<file path="src/rtl/agc_mon_pkg.sv">
// agc_mon_pkg: shared types for the AGC monitor data injector
package agc_mon_pkg;
  typedef enum logic [1:0] {S_IDLE, S_ARM, S_WAIT, S_DRIVE} state_e;
  localparam logic [3:0] TP_COUNT = 4'd12;
  typedef logic [3:0] tp_idx_t;
  typedef struct packed {
    logic [15:0] data;
    tp_idx_t     tp_start;
    tp_idx_t     tp_end;
  } mdt_req_t;
  function automatic logic win_ok(input tp_idx_t s, input tp_idx_t e);
    return (s != 4'd0) && (s <= TP_COUNT) && (e <= TP_COUNT) && (e >= s);
  endfunction
endpackage

</file>
<file path="src/rtl/agc_mt_sync.sv">
// agc_mt_sync: synchronizes MT/MGOJAM and reports the lowest rising timepulse
module agc_mt_sync
  import agc_mon_pkg::*;
#(
  parameter int SYNC_STAGES = 2
) (
  input  logic        clk,
  input  logic        rst,
  input  logic [11:0] mt_i,
  input  logic        mgojam_i,
  output logic        tp_ev,
  output tp_idx_t     tp_idx,
  output logic        mgojam_s_o
);
  logic [SYNC_STAGES-1:0][12:0] sync_q;
  logic [11:0] prev_q, rise;
  logic ev_q;
  tp_idx_t idx_q, idx_d;
  assign rise = sync_q[SYNC_STAGES-1][11:0] & ~prev_q;
  assign mgojam_s_o = sync_q[SYNC_STAGES-1][12];
  assign tp_ev = ev_q;
  assign tp_idx = idx_q;
  always_comb begin
    idx_d = '0;
    for (int i = 11; i >= 0; i--) if (rise[i]) idx_d = tp_idx_t'(i + 1);
  end
  always_ff @(posedge clk or posedge rst) begin
    if (rst) begin
      sync_q <= '0;
      prev_q <= '0;
      ev_q   <= 1'b0;
      idx_q  <= '0;
    end else begin
      sync_q <= {sync_q[SYNC_STAGES-2:0], {mgojam_i, mt_i}};
      prev_q <= sync_q[SYNC_STAGES-1][11:0];
      ev_q   <= |rise;
      idx_q  <= idx_d;
    end
  end
endmodule

</file>
<file path="src/rtl/agc_mdt_injector.sv">
// agc_mdt_injector: queues host words and drives them on MDT inside a
// timepulse window of the AGC memory cycle, aborting on GOJAM.
module agc_mdt_injector
  import agc_mon_pkg::*;
#(
  parameter int FIFO_DEPTH  = 4,
  parameter int SYNC_STAGES = 2
) (
  input  logic        SIM_CLK,
  input  logic        SIM_RST,
  input  logic [11:0] MT,
  input  logic        MGOJAM,
  input  logic        req_valid,
  output logic        req_ready,
  input  logic [15:0] req_data,
  input  logic [3:0]  req_tp_start,
  input  logic [3:0]  req_tp_end,
  output logic [15:0] MDT,
  output logic        busy,
  output logic        done,
  output logic        aborted,
  output logic        req_err
);
  localparam int PW = $clog2(FIFO_DEPTH);
  mdt_req_t mem_q [FIFO_DEPTH];
  logic [PW:0] wp_q, rp_q;
  logic full, empty, ok, push, pop, tp_ev, mg_s, end_hit;
  tp_idx_t tp_idx;
  state_e state_q, state_d;
  mdt_req_t act_q, act_d;
  logic [15:0] mdt_q, mdt_d;
  logic done_q, done_d, ab_q, ab_d, err_q;

  agc_mt_sync #(.SYNC_STAGES(SYNC_STAGES)) u_sync (
    .clk       (SIM_CLK),
    .rst       (SIM_RST),
    .mt_i      (MT),
    .mgojam_i  (MGOJAM),
    .tp_ev     (tp_ev),
    .tp_idx    (tp_idx),
    .mgojam_s_o(mg_s)
  );

  assign full      = (wp_q ^ rp_q) == {1'b1, {PW{1'b0}}};
  assign empty     = wp_q == rp_q;
  assign ok        = win_ok(req_tp_start, req_tp_end);
  assign push      = req_valid && !full && ok;
  assign pop       = (state_q == S_IDLE) && !empty && !mg_s;
  assign req_ready = !full;
  assign MDT       = mdt_q;
  assign busy      = state_q != S_IDLE;
  assign done      = done_q;
  assign aborted   = ab_q;
  assign req_err   = err_q;

  always_ff @(posedge SIM_CLK) begin
    if (push) mem_q[wp_q[PW-1:0]] <= '{data: req_data, tp_start: req_tp_start, tp_end: req_tp_end};
  end

  always_comb begin
    state_d = state_q;
    act_d   = act_q;
    done_d  = 1'b0;
    ab_d    = 1'b0;
    end_hit = tp_ev && (tp_idx == (act_q.tp_end == TP_COUNT ? 4'd1 : act_q.tp_end + 4'd1));
    case (state_q)
      S_IDLE: if (pop) begin
        act_d   = mem_q[rp_q[PW-1:0]];
        state_d = S_ARM;
      end
      S_ARM: if (tp_ev && tp_idx == 4'd1) state_d = act_q.tp_start == 4'd1 ? S_DRIVE : S_WAIT;
      S_WAIT: if (tp_ev && tp_idx == act_q.tp_start) state_d = S_DRIVE;
              else if (tp_ev && tp_idx == 4'd1) ab_d = 1'b1;
      S_DRIVE: if (end_hit) done_d = 1'b1;
               else if (tp_ev && tp_idx == 4'd1) ab_d = 1'b1;
      default: state_d = S_IDLE;
    endcase
    // GOJAM outranks any timepulse seen in the same cycle
    if (state_q != S_IDLE && mg_s) begin
      done_d = 1'b0;
      ab_d   = 1'b1;
    end
    if (done_d || ab_d) state_d = S_IDLE;
    mdt_d = state_d == S_DRIVE ? act_q.data : '0;
  end

  always_ff @(posedge SIM_CLK or posedge SIM_RST) begin
    if (SIM_RST) begin
      wp_q    <= '0;
      rp_q    <= '0;
      state_q <= S_IDLE;
      act_q   <= '0;
      mdt_q   <= '0;
      done_q  <= 1'b0;
      ab_q    <= 1'b0;
      err_q   <= 1'b0;
    end else begin
      wp_q    <= wp_q + {{PW{1'b0}}, push};
      rp_q    <= rp_q + {{PW{1'b0}}, pop};
      state_q <= state_d;
      act_q   <= act_d;
      mdt_q   <= mdt_d;
      done_q  <= done_d;
      ab_q    <= ab_d;
      err_q   <= req_valid && !full && !ok;
    end
  end
endmodule

</file>
<file path="config.mk">
export PLATFORM = sky130hd
export DESIGN_NAME = agc_mdt_injector
export DESIGN_NICKNAME = d
export VERILOG_FILES = /design/src/rtl/agc_mon_pkg.sv /design/src/rtl/agc_mt_sync.sv /design/src/rtl/agc_mdt_injector.sv
export SDC_FILE = /design/constraint.sdc
export NUM_CORES = 1
export LEC_CHECK = 0
export BUFFER_PORTS_ARGS = -buffer_cell sky130_fd_sc_hd__buf_2
export CELL_PAD_IN_SITES_DETAIL_PLACEMENT = 1
export CELL_PAD_IN_SITES_GLOBAL_PLACEMENT = 1
export CORE_ASPECT_RATIO = 0.5
export CORE_MARGIN = 4
export CORE_UTILIZATION = 50
export CTS_CLUSTER_DIAMETER = 120
export DETAILED_ROUTE_END_ITERATION = 12
export PLACE_DENSITY = 0.85
export SETUP_SLACK_MARGIN = 0.02
export SYNTH_ARGS = -nofsm -noshare
export SYNTH_HDL_FRONTEND = slang
export SYNTH_SLANG_ARGS = --single-unit
export TNS_END_PERCENT = 100
</file>
<file path="constraint.sdc">
create_clock -name SIM_CLK -period 6 [get_ports SIM_CLK]
set_clock_uncertainty 0.05 [all_clocks]
set_input_delay 1.8 -clock SIM_CLK [delete_from_list [all_inputs] [get_ports SIM_CLK]]
set_output_delay 1.8 -clock SIM_CLK [all_outputs]
set_load 0.005 [all_outputs]
</file>
==> impl_metrics.json <==
{
  "grt.total_usage": 0.190,
  "syn_inst": 408,
  "ys_seq_area_frac": 0.737,
  "grt_pass1_vias": 4010,
  "finalCritPeriodShare": 0.637,
  "dp_hpwl_mm": 9.42,
  "floorplan.initialDensity": 0.517,
  "status": "finished, final reports clean",
  "hold_depth": 0,
  "drive_gt1_frac": 0.321,
  "area_growth_pct": 16.9,
  "avgSynthCellArea_um2": 17.4,
  "post-route-util": 0.605,
  "wl_mm": 14.1,
  "reg2reg_depth": 7,
  "port_buffers": 60,
  "die_height_um": 92.3,
  "wire_per_inst_um": 20.6,
  "rr_endpoint": "mem_q[1][2]$_DFFE_PP_",
  "drc": 0,
  "worst_slack_ns": 2.18,
  "synth_most_common_cell": "edfxtp_1",
  "hold_viol_final": 0,
  "r2r_slack_ns": 2.90,
  "p_per_area_nw_per_um2": 455,
  "end_kind": "register",
  "synth_seq_cells": 190,
  "pre_cts_ws_ns": 1.76,
  "cts-buffers-inserted": 17,
  "relSlewSlack": 0.539,
  "fmax_mhz": 262,
  "synthFlopType": "edfxtp_1",
  "clkTransAtPathRegs_ns": 0.08,
  "synth_edf_count": 96,
  "holdWs_ns": 0.298,
  "synth_cell_types": 43,
  "die-area_um2": 16300,
  "crit_type": "primary input to register",
  "clock_path_buffers": 2,
  "nets": 532,
  "synth.largest_area_cell": "edfxtp_1",
  "vias": 3731,
  "grt_antenna_before_repair": 0,
  "cap_viol_max_count": 0,
  "hold_path_class": "register to register",
  "ys_top_cells_by_area": "edfxtp_1 (41%), dfrtp_1 (33%), mux4_2 (7.6%)",
  "cts_max_level": 4,
  "cts_root_buf": "clkbuf_16",
  "syn-num-nets": 458,
  "drt_pre_antenna_iters": 4,
  "ant_nets": 0,
  "vias_per_cell": 5.43,
  "maxSlewViolCount": 0,
  "regToRegStartpoint": "rp_q[0]$_DFF_PP0_",
  "peakVddDrop_mv": 0.270,
  "p_leak_nw": 3.30,
  "critPathMaxFanout": 20,
  "min_from": "u_sync.sync_q[11]$_DFF_PP0_",
  "grt_start_max_net_pins": 58,
  "cts_tree": "built",
  "finalCriticalPeriod_ns": 3.82,
  "coreArea_um2": 13700,
  "synth_top_area_share": 0.406,
  "min_to": "u_sync.sync_q[24]$_DFF_PP0_",
  "gp_congestion": 0.770,
  "syn-cell-area_um2": 7100,
  "synth_common_cells": "edfxtp_1 (96), dfrtp_1 (94), nand2_1 (27)",
  "first_iter_violations": 345,
  "antenna_cells": 0,
  "post_cts_resize_count": 0,
  "grt_pass1_wl_mm": 23.1,
  "start_kind": "primary input",
  "ios": 61,
  "setup_viol": 0,
  "arrival_ns": 3.88,
  "postCtsHoldBufs": 0,
  "synthArstFlopShare": 0.495,
  "die_w_um": 177,
  "worst_ep_required_time_ns": 6.06,
  "num_rows": 30,
  "rsz0062_at_grt": "no",
  "tns_ns": 0,
  "yosysWarnings": 0,
  "clock-sinks": 190,
  "grt-ovfl-total": 0,
  "clk_latency_ns": 0.44,
  "post_cts_buffers": 0,
  "tightest_slew_ns": 0.682
}
layout make-up:
type / count / area, um^2
fillers: 1272 / 5430
flip-flops and latches: 190 / 5240
multi-input cells: 195 / 1780
clock buffers: 17 / 425
repair buffers: 69 / 368
well taps: 192 / 240
clock inverters: 15 / 218
inverters: 9 / 36.3
power by group:
group	total [mW]	switching, mW	internal, mW
Combinational	0.903	0.471	0.432
Clock	1.18	0.570	0.612
Sequential	1.69	0.127	1.57
layer usage:
layer | routed length, um | global-route usage | vias up
met1 | 6830 | 0.281 | 1950
met5 | 0 | 0 | -
met4 | 141 | 0.0611 | 0
li1 | - | - | 1673
met3 | 564 | 0.0474 | 12
met2 | 6610 | 0.282 | 96
sequential cells by signal, summed over array words and instances (netlist names), 2 cells and up:
signal and count:
mem_q 96, MDT 16, u_sync.tp_idx 4, u_sync.prev_q 12, state_q 2, wp_q 3, rp_q 3, act_q 24
u_sync.sync_q 25
worst max-delay path by stage:
| stage | start | cells after the start | endpoint |
|---|---|---|---|
| after floorplan | req_tp_end[0] | 7 | mem_q[1][0]$_DFFE_PP_ |
| after global placement | req_tp_end[0] | 9 | mem_q[2][5]$_DFFE_PP_ |
| after detailed placement | req_tp_end[0] | 9 | mem_q[1][19]$_DFFE_PP_ |
| after CTS | req_tp_end[0] | 9 | mem_q[1][21]$_DFFE_PP_ |
| after global routing | req_tp_end[0] | 9 | mem_q[1][2]$_DFFE_PP_ |
| final | req_tp_end[0] | 9 | mem_q[1][2]$_DFFE_PP_ |
logic make-up (layout without fill, tap and decap cells):
family / after synthesis / after routing / share of synthesized area
DFF: 190 / 190 / 0.737
and+or+nand+nor: 81 / 81 / 0.0611
muxes: 46 / 46 / 0.111
AOI/OAI and AO/OA: 44 / 44 / 0.0409
buffers and inverters: 23 / 110 / 0.0153
xor gates and xnor gates: 14 / 14 / 0.0173
adders and majority gates: 10 / 10 / 0.0176
per-stage QoR:
| stage | instances | area (um^2) | power [mW] |
|---|---|---|---|
| 6_report | 687 | 8310 | 3.78 |
| 5_1_grt | 687 | 8310 | 3.98 |
| 4_1_cts | 687 | 8310 | 3.82 |
| 3_5_place_dp | 655 | 7660 | 2.63 |
| 3_3_place_gp | 655 | 7660 | 2.58 |
| 2_1_floorplan | 408 | 7100 | 2.36 |
critical path, cell delays in order:
cell	delay, ns
buf_2	0.14
inv_1	0.06
ha_1	0.26
nand2b_1	0.11
a21o_1	0.13
a21o_1	0.12
a21oi_1	0.18
nor4b_2	0.65
buf_4	0.42
layout by cell type, fill, tap and decap left out, types with 2 or more instances in the layout:
cell,instances
ha_1,10
nand4b_1,2
a21o_1,4
dfrtp_1,94
xnor2_1,5
nor3_1,5
inv_1,8
clkbuf_16,17
or3_1,4
a21oi_1,23
nand3_1,3
nor4b_2,2
mux4_2,24
or2_2,2
inv_6,3
nor2_1,8
mux2_2,22
o31ai_1,2
buf_4,9
nand2b_1,6
o21ai_0,4
inv_8,2
clkinv_8,7
o211ai_1,2
buf_2,60
xor2_1,9
nand2_1,27
edfxtp_1,96
nor2b_1,12
Power figures use the tool's default switching activity.
